[src/rtl/cpu_isa_pkg.sv]
// ISA definitions shared by the pipeline: opcodes, ALU ops, branch/jump codes,
// instruction field positions and the ID/EX control bundle.
package cpu_isa_pkg;

    localparam logic [4:0] OP_R    = 5'b00000;
    localparam logic [4:0] OP_J    = 5'b00001;
    localparam logic [4:0] OP_BNE  = 5'b00010;
    localparam logic [4:0] OP_JAL  = 5'b00011;
    localparam logic [4:0] OP_JR   = 5'b00100;
    localparam logic [4:0] OP_ADDI = 5'b00101;
    localparam logic [4:0] OP_BLT  = 5'b00110;
    localparam logic [4:0] OP_SW   = 5'b00111;
    localparam logic [4:0] OP_LW   = 5'b01000;
    localparam logic [4:0] OP_SETX = 5'b10101;
    localparam logic [4:0] OP_BEX  = 5'b10110;

    localparam logic [4:0] ALU_ADD = 5'b00000;
    localparam logic [4:0] ALU_SUB = 5'b00001;
    localparam logic [4:0] ALU_AND = 5'b00010;
    localparam logic [4:0] ALU_OR  = 5'b00011;
    localparam logic [4:0] ALU_SLL = 5'b00100;
    localparam logic [4:0] ALU_SRA = 5'b00101;
    localparam logic [4:0] ALU_LAST_LEGAL = ALU_SRA;

    localparam logic [1:0] BR_NONE = 2'b00;
    localparam logic [1:0] BR_BNE  = 2'b01;
    localparam logic [1:0] BR_BLT  = 2'b10;
    localparam logic [1:0] BR_BEX  = 2'b11;

    localparam logic [1:0] JMP_NONE = 2'b00;
    localparam logic [1:0] JMP_J    = 2'b01;
    localparam logic [1:0] JMP_JAL  = 2'b10;
    localparam logic [1:0] JMP_JR   = 2'b11;

    localparam int OP_MSB    = 31;
    localparam int OP_LSB    = 27;
    localparam int RD_MSB    = 26;
    localparam int RD_LSB    = 22;
    localparam int RS_MSB    = 21;
    localparam int RS_LSB    = 17;
    localparam int RT_MSB    = 16;
    localparam int RT_LSB    = 12;
    localparam int SHAMT_MSB = 11;
    localparam int SHAMT_LSB = 7;
    localparam int ALUOP_MSB = 6;
    localparam int ALUOP_LSB = 2;
    localparam int TGT_MSB   = 26;

    typedef struct packed {
        logic [4:0] alu_op;
        logic       rwe;
        logic       alu_inb;
        logic       dmwe;
        logic       rwd;
        logic [1:0] branch;
        logic [1:0] jump;
    } ctrl_bundle_t;

    localparam ctrl_bundle_t CTRL_NOP = '0;

endpackage

[src/rtl/ctrl_decode_comb.sv]
// Purely combinational instruction decoder: control bundle, final write
// destination, source-register usage for hazard checks, and illegal flag.
module ctrl_decode_comb
    import cpu_isa_pkg::*;
#(
    parameter int REG_ADDR_W = 5,
    parameter int LINK_REG   = 31,
    parameter int STATUS_REG = 30
) (
    input  logic [31:0]                 instr,
    output ctrl_bundle_t                ctrl,
    output logic [REG_ADDR_W-1:0]       rd_final,
    output logic [REG_ADDR_W-1:0]       rs_field,
    output logic [REG_ADDR_W-1:0]       rt_field,
    output logic [4:0]                  shamt_field,
    output logic [TGT_MSB:0]            imm_field,
    output logic [1:0][REG_ADDR_W-1:0]  src_addr,
    output logic [1:0]                  src_used,
    output logic                        illegal
);

    logic [4:0] op;
    logic [4:0] aluop;
    logic [REG_ADDR_W-1:0] rd_raw;
    logic unused_low_bits;

    assign op          = instr[OP_MSB:OP_LSB];
    assign aluop       = instr[ALUOP_MSB:ALUOP_LSB];
    assign rd_raw      = REG_ADDR_W'(instr[RD_MSB:RD_LSB]);
    assign rs_field    = REG_ADDR_W'(instr[RS_MSB:RS_LSB]);
    assign rt_field    = REG_ADDR_W'(instr[RT_MSB:RT_LSB]);
    assign shamt_field = instr[SHAMT_MSB:SHAMT_LSB];
    assign imm_field   = instr[TGT_MSB:0];
    assign unused_low_bits = ^instr[1:0];

    always_comb begin
        ctrl        = CTRL_NOP;
        rd_final    = rd_raw;
        src_addr[0] = rs_field;
        src_addr[1] = rt_field;
        src_used    = 2'b00;
        illegal     = 1'b0;
        case (op)
            OP_R: begin
                ctrl.alu_op = aluop;
                ctrl.rwe    = 1'b1;
                src_used    = 2'b11;
                illegal     = (aluop > ALU_LAST_LEGAL);
            end
            OP_ADDI: begin
                ctrl.alu_op  = ALU_ADD;
                ctrl.rwe     = 1'b1;
                ctrl.alu_inb = 1'b1;
                src_used     = 2'b01;
            end
            OP_SW: begin
                // rd is the store data source, not a destination
                ctrl.alu_op  = ALU_ADD;
                ctrl.alu_inb = 1'b1;
                ctrl.dmwe    = 1'b1;
                src_addr[1]  = rd_raw;
                src_used     = 2'b11;
            end
            OP_LW: begin
                ctrl.alu_op  = ALU_ADD;
                ctrl.rwe     = 1'b1;
                ctrl.alu_inb = 1'b1;
                ctrl.rwd     = 1'b1;
                src_used     = 2'b01;
            end
            OP_BNE: begin
                ctrl.alu_op = ALU_SUB;
                ctrl.branch = BR_BNE;
                src_addr[1] = rd_raw;
                src_used    = 2'b11;
            end
            OP_BLT: begin
                ctrl.alu_op = ALU_SUB;
                ctrl.branch = BR_BLT;
                src_addr[1] = rd_raw;
                src_used    = 2'b11;
            end
            OP_J: begin
                ctrl.jump = JMP_J;
            end
            OP_JAL: begin
                ctrl.rwe  = 1'b1;
                ctrl.jump = JMP_JAL;
                rd_final  = REG_ADDR_W'(LINK_REG);
            end
            OP_JR: begin
                ctrl.jump   = JMP_JR;
                src_addr[0] = rd_raw;
                src_used    = 2'b01;
            end
            OP_BEX: begin
                ctrl.branch = BR_BEX;
                src_addr[0] = REG_ADDR_W'(STATUS_REG);
                src_used    = 2'b01;
            end
            OP_SETX: begin
                ctrl.rwe = 1'b1;
                rd_final = REG_ADDR_W'(STATUS_REG);
            end
            default: begin
                illegal = 1'b1;
            end
        endcase
        // $0 is hardwired; never let anything claim to write it
        if (rd_final == '0) begin
            ctrl.rwe = 1'b0;
        end
    end

endmodule

[src/rtl/ctrl_decode_pipe.sv]
// ID/EX control stage: decodes the ID instruction, resolves flush/stall/illegal
// priority, detects load-use hazards and registers the bundle toward EX.
module ctrl_decode_pipe
    import cpu_isa_pkg::*;
#(
    parameter int REG_ADDR_W    = 5,
    parameter int LINK_REG      = 31,
    parameter int STATUS_REG    = 30,
    parameter int ENABLE_HAZARD = 1
) (
    input  logic                   clock,
    input  logic                   reset,
    input  logic [31:0]            id_instr,
    input  logic                   id_valid,
    input  logic                   flush,
    output logic                   stall_out,
    output logic                   illegal_op,
    output logic                   ex_valid,
    output logic [4:0]             ex_alu_op,
    output logic                   ex_rwe,
    output logic                   ex_alu_inb,
    output logic                   ex_dmwe,
    output logic                   ex_rwd,
    output logic [1:0]             ex_branch,
    output logic [1:0]             ex_jump,
    output logic [REG_ADDR_W-1:0]  ex_rd,
    output logic [REG_ADDR_W-1:0]  ex_rs,
    output logic [REG_ADDR_W-1:0]  ex_rt,
    output logic [4:0]             ex_shamt,
    output logic [26:0]            ex_imm
);

    ctrl_bundle_t                 dec_ctrl;
    logic [REG_ADDR_W-1:0]        dec_rd;
    logic [REG_ADDR_W-1:0]        dec_rs;
    logic [REG_ADDR_W-1:0]        dec_rt;
    logic [4:0]                   dec_shamt;
    logic [26:0]                  dec_imm;
    logic [1:0][REG_ADDR_W-1:0]   dec_src_addr;
    logic [1:0]                   dec_src_used;
    logic                         dec_illegal;

    ctrl_decode_comb #(
        .REG_ADDR_W (REG_ADDR_W),
        .LINK_REG   (LINK_REG),
        .STATUS_REG (STATUS_REG)
    ) u_decode (
        .instr       (id_instr),
        .ctrl        (dec_ctrl),
        .rd_final    (dec_rd),
        .rs_field    (dec_rs),
        .rt_field    (dec_rt),
        .shamt_field (dec_shamt),
        .imm_field   (dec_imm),
        .src_addr    (dec_src_addr),
        .src_used    (dec_src_used),
        .illegal     (dec_illegal)
    );

    ctrl_bundle_t          ctrl_reg, ctrl_next;
    logic                  valid_reg, valid_next;
    logic                  illegal_reg, illegal_next;
    logic [REG_ADDR_W-1:0] rd_reg, rs_reg, rt_reg;
    logic [4:0]            shamt_reg;
    logic [26:0]           imm_reg;

    logic [1:0] src_match;
    logic       load_use;

    generate
        for (genvar gi = 0; gi < 2; gi++) begin : g_src_cmp
            assign src_match[gi] = dec_src_used[gi] && (dec_src_addr[gi] == rd_reg);
        end
    endgenerate

    // A load whose data is not back until after EX cannot feed the next instruction
    assign load_use = valid_reg && ctrl_reg.rwd && (rd_reg != '0) && id_valid && (|src_match);

    generate
        if (ENABLE_HAZARD != 0) begin : g_hazard
            assign stall_out = load_use && !flush;
        end else begin : g_no_hazard
            assign stall_out = 1'b0;
        end
    endgenerate

    always_comb begin
        ctrl_next    = CTRL_NOP;
        valid_next   = 1'b0;
        illegal_next = 1'b0;
        if (flush || !id_valid || stall_out) begin
            ctrl_next = CTRL_NOP;
        end else if (dec_illegal) begin
            illegal_next = 1'b1;
        end else begin
            ctrl_next  = dec_ctrl;
            valid_next = 1'b1;
        end
    end

    always_ff @(posedge clock) begin
        if (reset) begin
            ctrl_reg    <= CTRL_NOP;
            valid_reg   <= 1'b0;
            illegal_reg <= 1'b0;
            rd_reg      <= '0;
            rs_reg      <= '0;
            rt_reg      <= '0;
            shamt_reg   <= '0;
            imm_reg     <= '0;
        end else begin
            ctrl_reg    <= ctrl_next;
            valid_reg   <= valid_next;
            illegal_reg <= illegal_next;
            rd_reg      <= dec_rd;
            rs_reg      <= dec_rs;
            rt_reg      <= dec_rt;
            shamt_reg   <= dec_shamt;
            imm_reg     <= dec_imm;
        end
    end

    assign illegal_op = illegal_reg;
    assign ex_valid   = valid_reg;
    assign ex_alu_op  = ctrl_reg.alu_op;
    assign ex_rwe     = ctrl_reg.rwe;
    assign ex_alu_inb = ctrl_reg.alu_inb;
    assign ex_dmwe    = ctrl_reg.dmwe;
    assign ex_rwd     = ctrl_reg.rwd;
    assign ex_branch  = ctrl_reg.branch;
    assign ex_jump    = ctrl_reg.jump;
    assign ex_rd      = rd_reg;
    assign ex_rs      = rs_reg;
    assign ex_rt      = rt_reg;
    assign ex_shamt   = shamt_reg;
    assign ex_imm     = imm_reg;

endmodule

[config.mk]
export PLATFORM = sky130hd
export DESIGN_NAME = ctrl_decode_pipe
export DESIGN_NICKNAME = d
export VERILOG_FILES = /design/src/rtl/cpu_isa_pkg.sv /design/src/rtl/ctrl_decode_comb.sv /design/src/rtl/ctrl_decode_pipe.sv
export SDC_FILE = /design/constraint.sdc
export NUM_CORES = 1
export LEC_CHECK = 0
export CAP_MARGIN = 20
export CORE_ASPECT_RATIO = 1.4
export CORE_MARGIN = 2
export CORE_UTILIZATION = 45
export DETAILED_ROUTE_END_ITERATION = 7
export PLACE_DENSITY = 0.8
export SLEW_MARGIN = 20
export SYNTH_ARGS = -nofsm -noshare
export SYNTH_HDL_FRONTEND = slang
export SYNTH_HIERARCHICAL = 1
export SYNTH_SLANG_ARGS = --single-unit
[constraint.sdc]
create_clock -name clock -period 2.9 [get_ports clock]
set_input_delay 0.435 -clock clock [delete_from_list [all_inputs] [get_ports clock]]
set_output_delay 0.435 -clock clock [all_outputs]
set_load 0.01 [all_outputs]
==> load_flow_metrics.sql <==
INSERT INTO impl_metrics (metric_group, metric, value, unit) VALUES
('routing', 'wirelength', '6.22', 'mm'),
('sta', 'timing.final.crit_share', '96.0', '%'),
('routing', 'num_vias', '2133', ''),
('critical_path', 'reg2reg_from', 'ex_rd[3]$_SDFF_PP0_', ''),
('power_and_ir_drop', 'vdd_ir_drop_max', '0.000240', 'V'),
('finish', 'commonest_cells_after_routing_fill_and_taps_aside', 'sky130_fd_sc_hd__clkdlybuf4s50_1, sky130_fd_sc_hd__dfxtp_1, sky130_fd_sc_hd__and2b_1', ''),
('sta', 'rsz0062_at_grt', 'no', ''),
('sta', 'slew_headroom', '58.5', '%'),
('run_status', 'outcome', 'finished, final reports clean', ''),
('placement', 'io_buffer_count', '98', ''),
('placement', 'gpl.final_weighted_congestion', '0.886', ''),
('grt', 'grt_start_max_net_pins', '35', ''),
('sta', 'worst-slew-pin-transition', '621', 'ps'),
('synthesis', 'postSynthCellCount', '292', ''),
('cts', 'clk_pin_slew_worst_paths', '60', 'ps'),
('sta', 'max_clock_freq', '359', 'MHz'),
('power_and_ir_drop', 'power.combinational.fraction', '14.7', '%'),
('die', 'core_area', '5900', 'um^2'),
('finish', 'num-fill-cells', '493', ''),
('die', 'die_h', '96.7', 'um'),
('critical_path', 'crit_arrival', '2350', 'ps'),
('finish', 'mostFrequentLayoutCell', 'sky130_fd_sc_hd__clkdlybuf4s50_1', ''),
('power_and_ir_drop', 'switching_share', '22.2', '%'),
('routing', 'drcViolationCount', '0', ''),
('synthesis', 'cell_area_after_technology_mapping', '2760', 'um^2'),
('finish', 'drive_gt1_share', '15.5', '%'),
('finish', 'fin_nets', '407', ''),
('power_and_ir_drop', 'power_frac_clock', '40.5', '%'),
('sta', 'worst_clock_skew', '5.60', 'ps'),
('cts', 'cts_root_buf', 'sky130_fd_sc_hd__clkbuf_8', ''),
('sta', 'final-hold-violation-count', '0', ''),
('power_and_ir_drop', 'power.switching', '449', 'uW'),
('critical_path', 'startpoint_type', 'primary input', ''),
('synthesis', 'syn_area_per_cell', '9.46', 'um^2'),
('sta', 'setup-tns-final', '0', 'ps'),
('min_path', 'min_path_type', 'in2reg', ''),
('cts', 'cts_tree', 'built', ''),
('placement', 'dpl.hpwl', '4.59', 'mm'),
('grt', 'global_route.overflow_total', '0', ''),
('grt', 'first_global_vias', '2118', ''),
('synthesis', 'syn-num-nets', '328', ''),
('critical_path', 'critical-path-max-stage-delay', '610', 'ps'),
('power_and_ir_drop', 'internal_power', '1570', 'uW'),
('power_and_ir_drop', 'static_leakage', '0.00163', 'uW'),
('flow_run', 'max-cap-violations', '0', ''),
('synthesis', 'yosys_register_bits', '62', ''),
('critical_path', 'endpoint_kind', 'primary output', ''),
('power_and_ir_drop', 'powerDensity', '521', 'nW/um^2'),
('routing', 'route.detailed.vias_per_inst', '4.79', ''),
('cts', 'skew_pair_late_insertion_delay', '330', 'ps'),
('die', 'die_area', '6790', 'um^2'),
('sta', 'timing.final.max_slew_violations', '0', ''),
('cts', 'numCtsBuffers', '9', ''),
('power_and_ir_drop', 'power_frac_seq', '44.8', '%'),
('die', 'fp-row-count', '33', ''),
('critical_path', 'criticalPathCategory', 'in2out', ''),
('grt', 'grt_antenna_before_repair', '0', ''),
('grt', 'globalRouteTotalUtil', '18.9', '%'),
('die', 'initial_core_util', '46.8', '%'),
('critical_path', 'critical_path.max_fanout', '6', ''),
('critical_path', 'cp-startpoint', 'id_instr[31]', ''),
('synthesis', 'ys.warnings.count', '6', ''),
('critical_path', 'crit_slowest_cell', 'sky130_fd_sc_hd__or4_4', ''),
('sta', 'layout_min_cycle_time', '2790', 'ps'),
('routing', 'drtPass1Iterations', '4', ''),
('synthesis', 'netlist-cell-type-count', '38', ''),
('min_path', 'hold_path.startpoint', 'id_instr[29]', ''),
('placement', 'placed_cells', '427', ''),
('finish', 'antennaDiodeCount', '0', ''),
('cts', 'clock_sinks', '62', ''),
('routing', 'initial_drt_markers', '85', '');
==> layer usage <==
layer / share of wire, % / up-vias / track usage, %
li1: - / 1073 / -
met1: 39 / 977 / 19.6
met2: 54 / 76 / 34.6
met3: 5.6 / 7 / 6.56
met4: 1.5 / 0 / 6.66
met5: 0 / - / 0
==> registers in the layout (all words and copies together), names as in the netlist, 2 cells and up <==
signal	cells
ex_rt	5
ex_imm	27
ex_branch	2
ex_shamt	5
ex_alu_op	5
ex_rd	5
ex_jump	2
ex_rs	5
==> cell families after synthesis <==
family          after synthesis  synth area share (%)
compound gates               34                  7.61
buf+inv                      59                  14.4
simple gates                115                  25.4
xor+xnor                     12                  3.81
mux                          10                  3.85
flops                        62                  44.9
==> through the flow <==
step	total power, uW	util, %	setup slack [ps]	hold slack (ps)	instance area (um^2)
2_1_floorplan	1080	-	419	596	2760
3_3_place_gp	1210	61.3	-546	811	3620
3_5_place_dp	1220	61.3	-649	806	3620
4_1_cts	2040	65.4	23.8	658	3860
5_1_grt	2100	65.6	16.2	577	3870
6_report	2020	65.6	115	557	3870
==> cell usage after synthesis (all sizes together) <==
cell type | n | area share, %
and2b | 29 | 7.9
a31oi | 2 | 0.45
dfxtp | 62 | 45
nand2 | 26 | 3.5
nor2 | 7 | 0.95
nor3 | 3 | 0.54
nand4 | 3 | 0.68
nor2b | 20 | 4.5
or4bb | 1 | 0.41
mux2i | 5 | 1.8
xor2 | 1 | 0.32
mux2 | 5 | 2.0
o21ai | 6 | 1.1
a21boi | 1 | 0.27
xnor2 | 11 | 3.5
a21oi | 20 | 3.9
or2 | 1 | 0.23
nor4 | 4 | 0.91
nor4b | 1 | 0.86
nand4b | 1 | 0.32
nand2b | 6 | 1.4
inv | 3 | 0.41
a211oi | 1 | 0.27
a221o | 1 | 0.36
nor4bb | 1 | 0.36
o41ai | 1 | 0.32
or4 | 2 | 0.54
and2 | 6 | 1.4
nor3b | 2 | 0.54
clkbuf | 7 | 0.95
nand3 | 2 | 0.36
buf | 49 | 13
o22ai | 2 | 0.95
==> critical path, delay by kind of cell <==
kind | cells | cell delay, ps
compound gates | 1 | 160
xor+xnor | 1 | 170
buf+inv | 2 | 350
mux | 1 | 190
simple gates | 4 | 1040
==> final timing paths <==
path,endpoint,slack [ps],cells after the start
setup / recovery,stall_out,110,9
hold / removal,ex_dmwe$_SDFF_PP0_,560,6
setup reg to reg,ex_valid$_SDFF_PP0_,1310,7
hold reg to reg,ex_alu_op[3]$_SDFF_PP0_,830,4
==> power by group through the flow <==
stage          combinational, uW  clock (uW)  sequential, uW
2_1_floorplan                144           0             940
3_3_place_gp                 289           0             921
3_5_place_dp                 294           0             923
4_1_cts                      298         836             904
5_1_grt                      320         875             907
6_report                     297         818             904
==> area by class of cell <==
cell class	count	area [um^2]	share of cell area (%)
sequential	62	1240	32.1
timing repair buffer	124	1170	30.2
multi-input combinational	171	1150	29.7
clock buffer	12	145	3.75
tap	70	87.6	2.26
clock inverter	3	68.8	1.78
inverter	3	11.3	0.291
==> what timing repair did <==
action                                  CTS  global route
endpoints found under the setup margin    1             1
hold endpoints to repair                  0             0
buffers inserted                          1             2
pin swaps                                 8             7
gates resized for setup                  15             6
Power figures use the tool's default switching activity.
